### config.mk
export PLATFORM = sky130hd
export DESIGN_NAME = operand_skew_feeder_flat
export DESIGN_NICKNAME = d
export VERILOG_FILES = /design/src/rtl/operand_skew_feeder_if.sv /design/src/rtl/operand_skew_feeder.sv /design/src/flat_wrapper.sv
export SDC_FILE = /design/constraint.sdc
export NUM_CORES = 1
export LEC_CHECK = 0
export BUFFER_PORTS_ARGS = -buffer_cell sky130_fd_sc_hd__buf_2
export CAP_MARGIN = 25
export CELL_PAD_IN_SITES_DETAIL_PLACEMENT = 1
export CELL_PAD_IN_SITES_GLOBAL_PLACEMENT = 2
export CORE_AREA = 3 3 185 187
export DETAILED_ROUTE_END_ITERATION = 10
export DIE_AREA = 0 0 188 190
export PLACE_DENSITY = 0.8
export SYNTH_ARGS = -nofsm -noshare
export SYNTH_HDL_FRONTEND = slang
export SYNTH_SLANG_ARGS = --single-unit
### constraint.sdc
create_clock -name clk -period 7.36 [get_ports clk]
set_input_delay 1.104 -clock clk [delete_from_list [all_inputs] [get_ports clk]]
set_output_delay 1.104 -clock clk [all_outputs]
set_load 0.005 [all_outputs]
### src/rtl/operand_skew_feeder_if.sv
// Command/result bundle between a host sequencer and the operand skew feeder.
// The master side loads buffers and starts runs; the slave side streams operands.
interface operand_skew_feeder_if #(
   parameter int ROW_NUMBER    = 4,
   parameter int COLUMN_NUMBER = 4,
   parameter int DATA_WIDTH    = 8
);
   logic                                     wr_en;
   logic                                     wr_sel;
   logic [7:0]                               wr_row;
   logic [7:0]                               wr_col;
   logic [DATA_WIDTH-1:0]                    wr_data;
   logic                                     start;
   logic [7:0]                               size_row_A;
   logic [7:0]                               size_column_B;
   logic [7:0]                               size_columnrow_AB;
   logic [ROW_NUMBER-1:0][DATA_WIDTH-1:0]    left_out;
   logic [COLUMN_NUMBER-1:0][DATA_WIDTH-1:0] top_out;
   logic                                     array_clear;
   logic                                     feed_valid;
   logic                                     busy;
   logic                                     done;
   logic                                     size_err;

   modport master (
      output wr_en, wr_sel, wr_row, wr_col, wr_data,
      output start, size_row_A, size_column_B, size_columnrow_AB,
      input  left_out, top_out, array_clear, feed_valid, busy, done, size_err
   );

   modport slave (
      input  wr_en, wr_sel, wr_row, wr_col, wr_data,
      input  start, size_row_A, size_column_B, size_columnrow_AB,
      output left_out, top_out, array_clear, feed_valid, busy, done, size_err
   );
endinterface

### src/rtl/operand_skew_feeder.sv
// Buffers A (MxK) and B (KxN) and replays them as diagonally skewed wavefronts
// into a systolic array: clear pulse, skewed feed, zero flush, done pulse.
module operand_skew_feeder #(
   parameter int ROW_NUMBER    = 4,
   parameter int COLUMN_NUMBER = 4,
   parameter int K_MAX         = 4,
   parameter int DATA_WIDTH    = 8
) (
   input  logic                  clk,
   input  logic                  reset,
   operand_skew_feeder_if.slave  bus
);
   localparam int RW = (ROW_NUMBER > 1) ? $clog2(ROW_NUMBER) : 1;
   localparam int CW = (COLUMN_NUMBER > 1) ? $clog2(COLUMN_NUMBER) : 1;
   localparam int KW = (K_MAX > 1) ? $clog2(K_MAX) : 1;
   localparam logic [7:0] ROW_LIM    = 8'(ROW_NUMBER);
   localparam logic [7:0] COL_LIM    = 8'(COLUMN_NUMBER);
   localparam logic [7:0] K_LIM      = 8'(K_MAX);
   localparam logic [7:0] FLUSH_LAST = 8'(ROW_NUMBER + COLUMN_NUMBER - 2);

   typedef enum logic [2:0] {IDLE, CLEAR, FEED, FLUSH, DONE} state_t;

   state_t                                   state_reg;
   logic [DATA_WIDTH-1:0]                    a_buf [ROW_NUMBER][K_MAX];
   logic [DATA_WIDTH-1:0]                    b_buf [K_MAX][COLUMN_NUMBER];
   logic [7:0]                               m_reg;
   logic [7:0]                               n_reg;
   logic [7:0]                               k_reg;
   logic [7:0]                               last_reg;
   logic [7:0]                               step_reg;
   logic [ROW_NUMBER-1:0][DATA_WIDTH-1:0]    left_reg;
   logic [ROW_NUMBER-1:0][DATA_WIDTH-1:0]    left_next;
   logic [COLUMN_NUMBER-1:0][DATA_WIDTH-1:0] top_reg;
   logic [COLUMN_NUMBER-1:0][DATA_WIDTH-1:0] top_next;
   logic                                     clear_reg;
   logic                                     valid_reg;
   logic                                     busy_reg;
   logic                                     done_reg;
   logic                                     err_reg;
   logic                                     err_pending_reg;
   logic [7:0]                               span;
   logic                                     sizes_ok;

   assign span = (bus.size_row_A > bus.size_column_B) ? bus.size_row_A : bus.size_column_B;
   assign sizes_ok = (bus.size_row_A != 8'd0) && (bus.size_row_A <= ROW_LIM) &&
                     (bus.size_column_B != 8'd0) && (bus.size_column_B <= COL_LIM) &&
                     (bus.size_columnrow_AB != 8'd0) && (bus.size_columnrow_AB <= K_LIM);

   // Out-of-range addresses are rejected before truncation so they cannot alias.
   always_ff @(posedge clk) begin
      if (bus.wr_en && !busy_reg) begin
         if (!bus.wr_sel && (bus.wr_row < ROW_LIM) && (bus.wr_col < K_LIM))
            a_buf[bus.wr_row[RW-1:0]][bus.wr_col[KW-1:0]] <= bus.wr_data;
         if (bus.wr_sel && (bus.wr_row < K_LIM) && (bus.wr_col < COL_LIM))
            b_buf[bus.wr_row[KW-1:0]][bus.wr_col[CW-1:0]] <= bus.wr_data;
      end
   end

   // Lane offset step-lane is taken one bit wider; bit 8 marks a negative offset.
   genvar gi;
   generate
      for (gi = 0; gi < ROW_NUMBER; gi++) begin : g_row
         logic [8:0] offs;
         assign offs = {1'b0, step_reg} - 9'(gi);
         assign left_next[gi] = ((8'(gi) < m_reg) && !offs[8] && (offs[7:0] < k_reg)) ?
                                a_buf[gi][offs[KW-1:0]] : '0;
      end
      for (gi = 0; gi < COLUMN_NUMBER; gi++) begin : g_col
         logic [8:0] offs;
         assign offs = {1'b0, step_reg} - 9'(gi);
         assign top_next[gi] = ((8'(gi) < n_reg) && !offs[8] && (offs[7:0] < k_reg)) ?
                               b_buf[offs[KW-1:0]][gi] : '0;
      end
   endgenerate

   always_ff @(posedge clk) begin
      if (reset) begin
         state_reg       <= IDLE;
         left_reg        <= '0;
         top_reg         <= '0;
         clear_reg       <= 1'b0;
         valid_reg       <= 1'b0;
         busy_reg        <= 1'b0;
         done_reg        <= 1'b0;
         err_reg         <= 1'b0;
         err_pending_reg <= 1'b0;
         step_reg        <= '0;
      end else begin
         clear_reg       <= 1'b0;
         done_reg        <= 1'b0;
         err_reg         <= err_pending_reg;
         err_pending_reg <= 1'b0;
         case (state_reg)
            IDLE: begin
               if (bus.start) begin
                  if (sizes_ok) begin
                     m_reg     <= bus.size_row_A;
                     n_reg     <= bus.size_column_B;
                     k_reg     <= bus.size_columnrow_AB;
                     last_reg  <= bus.size_columnrow_AB + span - 8'd2;
                     state_reg <= CLEAR;
                  end else begin
                     err_pending_reg <= 1'b1;
                  end
               end
            end
            CLEAR: begin
               clear_reg <= 1'b1;
               busy_reg  <= 1'b1;
               step_reg  <= '0;
               state_reg <= FEED;
            end
            FEED: begin
               left_reg  <= left_next;
               top_reg   <= top_next;
               valid_reg <= 1'b1;
               if (step_reg == last_reg) begin
                  step_reg  <= '0;
                  state_reg <= FLUSH;
               end else begin
                  step_reg <= step_reg + 8'd1;
               end
            end
            FLUSH: begin
               left_reg  <= '0;
               top_reg   <= '0;
               valid_reg <= 1'b0;
               if (step_reg == FLUSH_LAST) state_reg <= DONE;
               else step_reg <= step_reg + 8'd1;
            end
            DONE: begin
               done_reg  <= 1'b1;
               busy_reg  <= 1'b0;
               state_reg <= IDLE;
            end
            default: state_reg <= IDLE;
         endcase
      end
   end

   assign bus.left_out    = left_reg;
   assign bus.top_out     = top_reg;
   assign bus.array_clear = clear_reg;
   assign bus.feed_valid  = valid_reg;
   assign bus.busy        = busy_reg;
   assign bus.done        = done_reg;
   assign bus.size_err    = err_reg;
endmodule
### src/flat_wrapper.sv
// flat-port wrapper written by rule: the top's interface ports become plain ports
module operand_skew_feeder_flat 
#(
   parameter int ROW_NUMBER    = 4,
   parameter int COLUMN_NUMBER = 4,
   parameter int K_MAX         = 4,
   parameter int DATA_WIDTH    = 8
)
  (clk, reset, bus_wr_en, bus_wr_sel, bus_wr_row, bus_wr_col, bus_wr_data, bus_start, bus_size_row_A, bus_size_column_B, bus_size_columnrow_AB, bus_left_out, bus_top_out, bus_array_clear, bus_feed_valid, bus_busy, bus_done, bus_size_err);
  operand_skew_feeder_if #(.ROW_NUMBER(ROW_NUMBER), .COLUMN_NUMBER(COLUMN_NUMBER), .DATA_WIDTH(DATA_WIDTH)) bus_i ();
  input  logic clk;
  input  logic reset;
  input wire logic [$bits(bus_i.wr_en)-1:0] bus_wr_en;
  input wire logic [$bits(bus_i.wr_sel)-1:0] bus_wr_sel;
  input wire logic [$bits(bus_i.wr_row)-1:0] bus_wr_row;
  input wire logic [$bits(bus_i.wr_col)-1:0] bus_wr_col;
  input wire logic [$bits(bus_i.wr_data)-1:0] bus_wr_data;
  input wire logic [$bits(bus_i.start)-1:0] bus_start;
  input wire logic [$bits(bus_i.size_row_A)-1:0] bus_size_row_A;
  input wire logic [$bits(bus_i.size_column_B)-1:0] bus_size_column_B;
  input wire logic [$bits(bus_i.size_columnrow_AB)-1:0] bus_size_columnrow_AB;
  output wire logic [$bits(bus_i.left_out)-1:0] bus_left_out;
  output wire logic [$bits(bus_i.top_out)-1:0] bus_top_out;
  output wire logic [$bits(bus_i.array_clear)-1:0] bus_array_clear;
  output wire logic [$bits(bus_i.feed_valid)-1:0] bus_feed_valid;
  output wire logic [$bits(bus_i.busy)-1:0] bus_busy;
  output wire logic [$bits(bus_i.done)-1:0] bus_done;
  output wire logic [$bits(bus_i.size_err)-1:0] bus_size_err;
  assign bus_i.wr_en = bus_wr_en;
  assign bus_i.wr_sel = bus_wr_sel;
  assign bus_i.wr_row = bus_wr_row;
  assign bus_i.wr_col = bus_wr_col;
  assign bus_i.wr_data = bus_wr_data;
  assign bus_i.start = bus_start;
  assign bus_i.size_row_A = bus_size_row_A;
  assign bus_i.size_column_B = bus_size_column_B;
  assign bus_i.size_columnrow_AB = bus_size_columnrow_AB;
  assign bus_left_out = bus_i.left_out;
  assign bus_top_out = bus_i.top_out;
  assign bus_array_clear = bus_i.array_clear;
  assign bus_feed_valid = bus_i.feed_valid;
  assign bus_busy = bus_i.busy;
  assign bus_done = bus_i.done;
  assign bus_size_err = bus_i.size_err;
  operand_skew_feeder #(.ROW_NUMBER(ROW_NUMBER), .COLUMN_NUMBER(COLUMN_NUMBER), .K_MAX(K_MAX), .DATA_WIDTH(DATA_WIDTH)) u_core (.clk(clk), .reset(reset), .bus(bus_i));
endmodule
==> metrics <==
status=complete, no violations; WS Path Type=in2reg; Power Total=around 4.5 mW; Most Frequent Cell on Critical Path=ha_1; # diodes=0; Clock Root Buffer=clkbuf_16; CP Data Required Time=between 7 and 8 ns; Tightest Pin Transition=1.01 ns; Syn Nets=around 1100; worst slack at placement=2.53 ns; clk buf depth=3; Clock Pin Slew Worst Setup and Hold Paths=roughly 0.060 ns; Synth cell types=55; Top-Level Pins=approximately 120; worst stage delay on the critical path=between 0.4 and 0.5 ns; Startpoint Class=primary input; initial DRC count=658; CP cell instances=buf_2 > inv_1 > ha_1 > a211oi_1 > or2_2 > nand4_1 > nand3_1 > mux2_2 > ha_1 > ha_1 > inv_1 > fa_1 > nor2b_1 > o31a_1 > or4_1 > nand3_1 > xor2_1; die height=~190 um; Initial Util=46.7%; largest net degree at the start of global routing=65; Final HPWL DP=~23 mm; RSZ-0062 raised after global routing=no; core footprint=~0.033 mm2; Reg2Reg Launch Point=u_core.step_reg[2]; Worst Setup SP=bus_size_column_B[5]; global route overflow=0; post-synthesis sequential area ratio=67.7%; FF-to-FF setup slack=roughly 3.8 ns; maximum fanout along the worst path=7; crit end category=register; vias in the first global route=9261; WHS Path Cells=2; leakage power total=~6.3 nW; Skew-Pair Late Insertion Delay=between 0.5 and 0.6 ns; Mean Syn Cell Area=between 15 and 20 um2; Primary FF master, synth=edfxtp_1; highest clock frequency the design can meet=0.232 GHz; Inserted Clock Buffers=39; Worst VDD drop=between 0.15 and 0.2 mV; CP Buf/Inv Count=3; total setup buffers inserted after CTS=0; initial antenna violation count=1; routability cong.=roughly 0.76; wire length per cell=21.9 um; # setup viols final=0; synth warn=0; Resized Gates After CTS=0; Syn Inst Count=around 1000; Slew headroom=around a third; Antenna Nets Post-Route=0; synthesized flop and latch total=around 370; Die X-Extent=188 um; layout cells sized above 1=a little under a quarter; Fin. Hold Viols=0; commonest non-fill, non-tap cell in the layout=edfxtp_1; Crit-path slowest cell=or4_1; Final period util=58.5%; CTS H-Tree Depth=2; clk sink count=371; hold buffers post-CTS=0; worst r2r path cells=11; Final min period=between 4 and 5 ns; DRT Wirelength=around 35 mm; fraction of registers with async set/reset=0%; total track usage=19.7%; Syn Std Cell Area=between 0.015 and 0.02 mm2; power density over the cells=255 mW/mm2; Setup Skew=approximately 0.012 ns; Fillers=about 3200; CP top delay family=simple AND/OR/NAND/NOR gates; # nets final=1226; final setup margin=between 3 and 4 ns; max cap viols=0; Slew Viols, Final=0; Area Overhead vs Synth=15.0%; first-pass GRT wire length=around 54 mm; final setup TNS=0 ns; via count=a little under 9000; vias per cell=between 5 and 6; I/O Buffers=121; WP data arrival=about 4.6 ns; Min-Delay Startpoint=u_core.bus.top_out[4]; most frequent cells in the layout=edfxtp_1 (288), buf_2 (121), dfxtp_1 (82), nand2_1 (66), nor2_1 (65); std cell rows=between 60 and 70; Final Util=53.7%; post-route DRC violation count=0; RR Endpoint=u_core.bus.left_out[30]; EDFF count, synth=between 200 and 300; CTS tree=yes; Worst Hold End=u_core.bus.top_out[4]; die area=0.0357 mm2; Min Hold Slack=between 0.4 and 0.5 ns; hold crit path type=reg2reg; drt first pass iters=5
## cell usage after synthesis (all sizes together), types with 2 or more instances
cell type / n / area, um2
ha: 56 / 701
and3: 2 / 12.5
o21bai: 2 / 15.0
mux4: 64 / 1440
buf: 11 / 48.8
or2: 3 / 18.8
dfxtp: 83 / 1660
o21ai: 45 / 225
clkbuf: 28 / 105
a22o: 32 / 280
and4: 3 / 26.3
nor3: 10 / 95.1
a311oi: 2 / 23.8
nor4b: 3 / 26.3
edfxtp: 288 / 8650
or3: 2 / 12.5
a211oi: 6 / 45.0
nand3: 26 / 130
o211ai: 4 / 35.0
nand2b: 7 / 43.8
a21o: 2 / 15.0
nor4: 13 / 87.6
a2111oi: 3 / 51.3
nand4: 8 / 50.1
a21boi: 2 / 15.0
nor2b: 7 / 43.8
mux2i: 6 / 60.1
nor2: 67 / 251
nand2: 66 / 248
xor2: 19 / 166
xnor2: 20 / 175
inv: 63 / 236
a21oi: 19 / 95.1
## area by class of cell
class | count | area (um2) | share of cell area, %
sequential | 371 | 10300 | 58.9
multi-input combinational | 513 | 4550 | 25.9
clock buffer | 49 | 1030 | 5.90
timing repair buffer | 128 | 658 | 3.76
tap | 442 | 553 | 3.16
inverter | 63 | 236 | 1.35
clock inverter | 21 | 179 | 1.02
## logic make-up after synthesis
logic type	after synthesis	synth area share, %
simple gates	221	7.13
buf+inv	102	2.56
fa+ha+maj	57	4.73
flops	371	67.7
mux	71	9.93
compound gates	125	5.71
xor+xnor	39	2.24
## metal layers
| metal | global-route usage (%) | routed length [um] | part of all wire [%] | vias up |
|---|---|---|---|---|
| met4 | 4.24 | 554 | 1.6 | 0 |
| met3 | 2.91 | 1720 | 4.9 | 42 |
| met5 | 0 | 0 | 0 | - |
| met1 | 28.3 | 15800 | 45 | 4419 |
| met2 | 32.3 | 16700 | 48 | 215 |
| li1 | - | - | - | 3995 |
## how the worst max path moves through the flow
stage	end	depth (start not counted)	slack, ns
2_1_floorplan	u_core.last_reg[7]	16	3.02
3_3_place_gp	u_core.last_reg[7]	17	2.61
3_5_place_dp	u_core.last_reg[7]	17	2.53
4_1_cts	u_core.last_reg[7]	17	3.06
5_1_grt	u_core.last_reg[7]	17	2.89
6_report	u_core.last_reg[7]	17	3.06
## report_power, final
part | internal (mW) | total, mW | switching (mW)
Clock | 1.07 | 1.86 | 0.788
Combinational | 0.146 | 0.319 | 0.173
Sequential | 2.27 | 2.29 | 0.0242
Total | 3.48 | 4.47 | 0.986
## worst min-delay path: stages (launching register included)
cell and delay [ns]:
dfxtp_1 0.30, nand2_1 0.05, o21ai_1 0.05
## metrics by stage
stage	cells	instance area, um2
2_1_floorplan	986	15200
3_3_place_gp	1516	16300
3_5_place_dp	1517	16300
4_1_cts	1587	17500
5_1_grt	1587	17500
6_report	1587	17500
(Power assumes the default switching activity.)
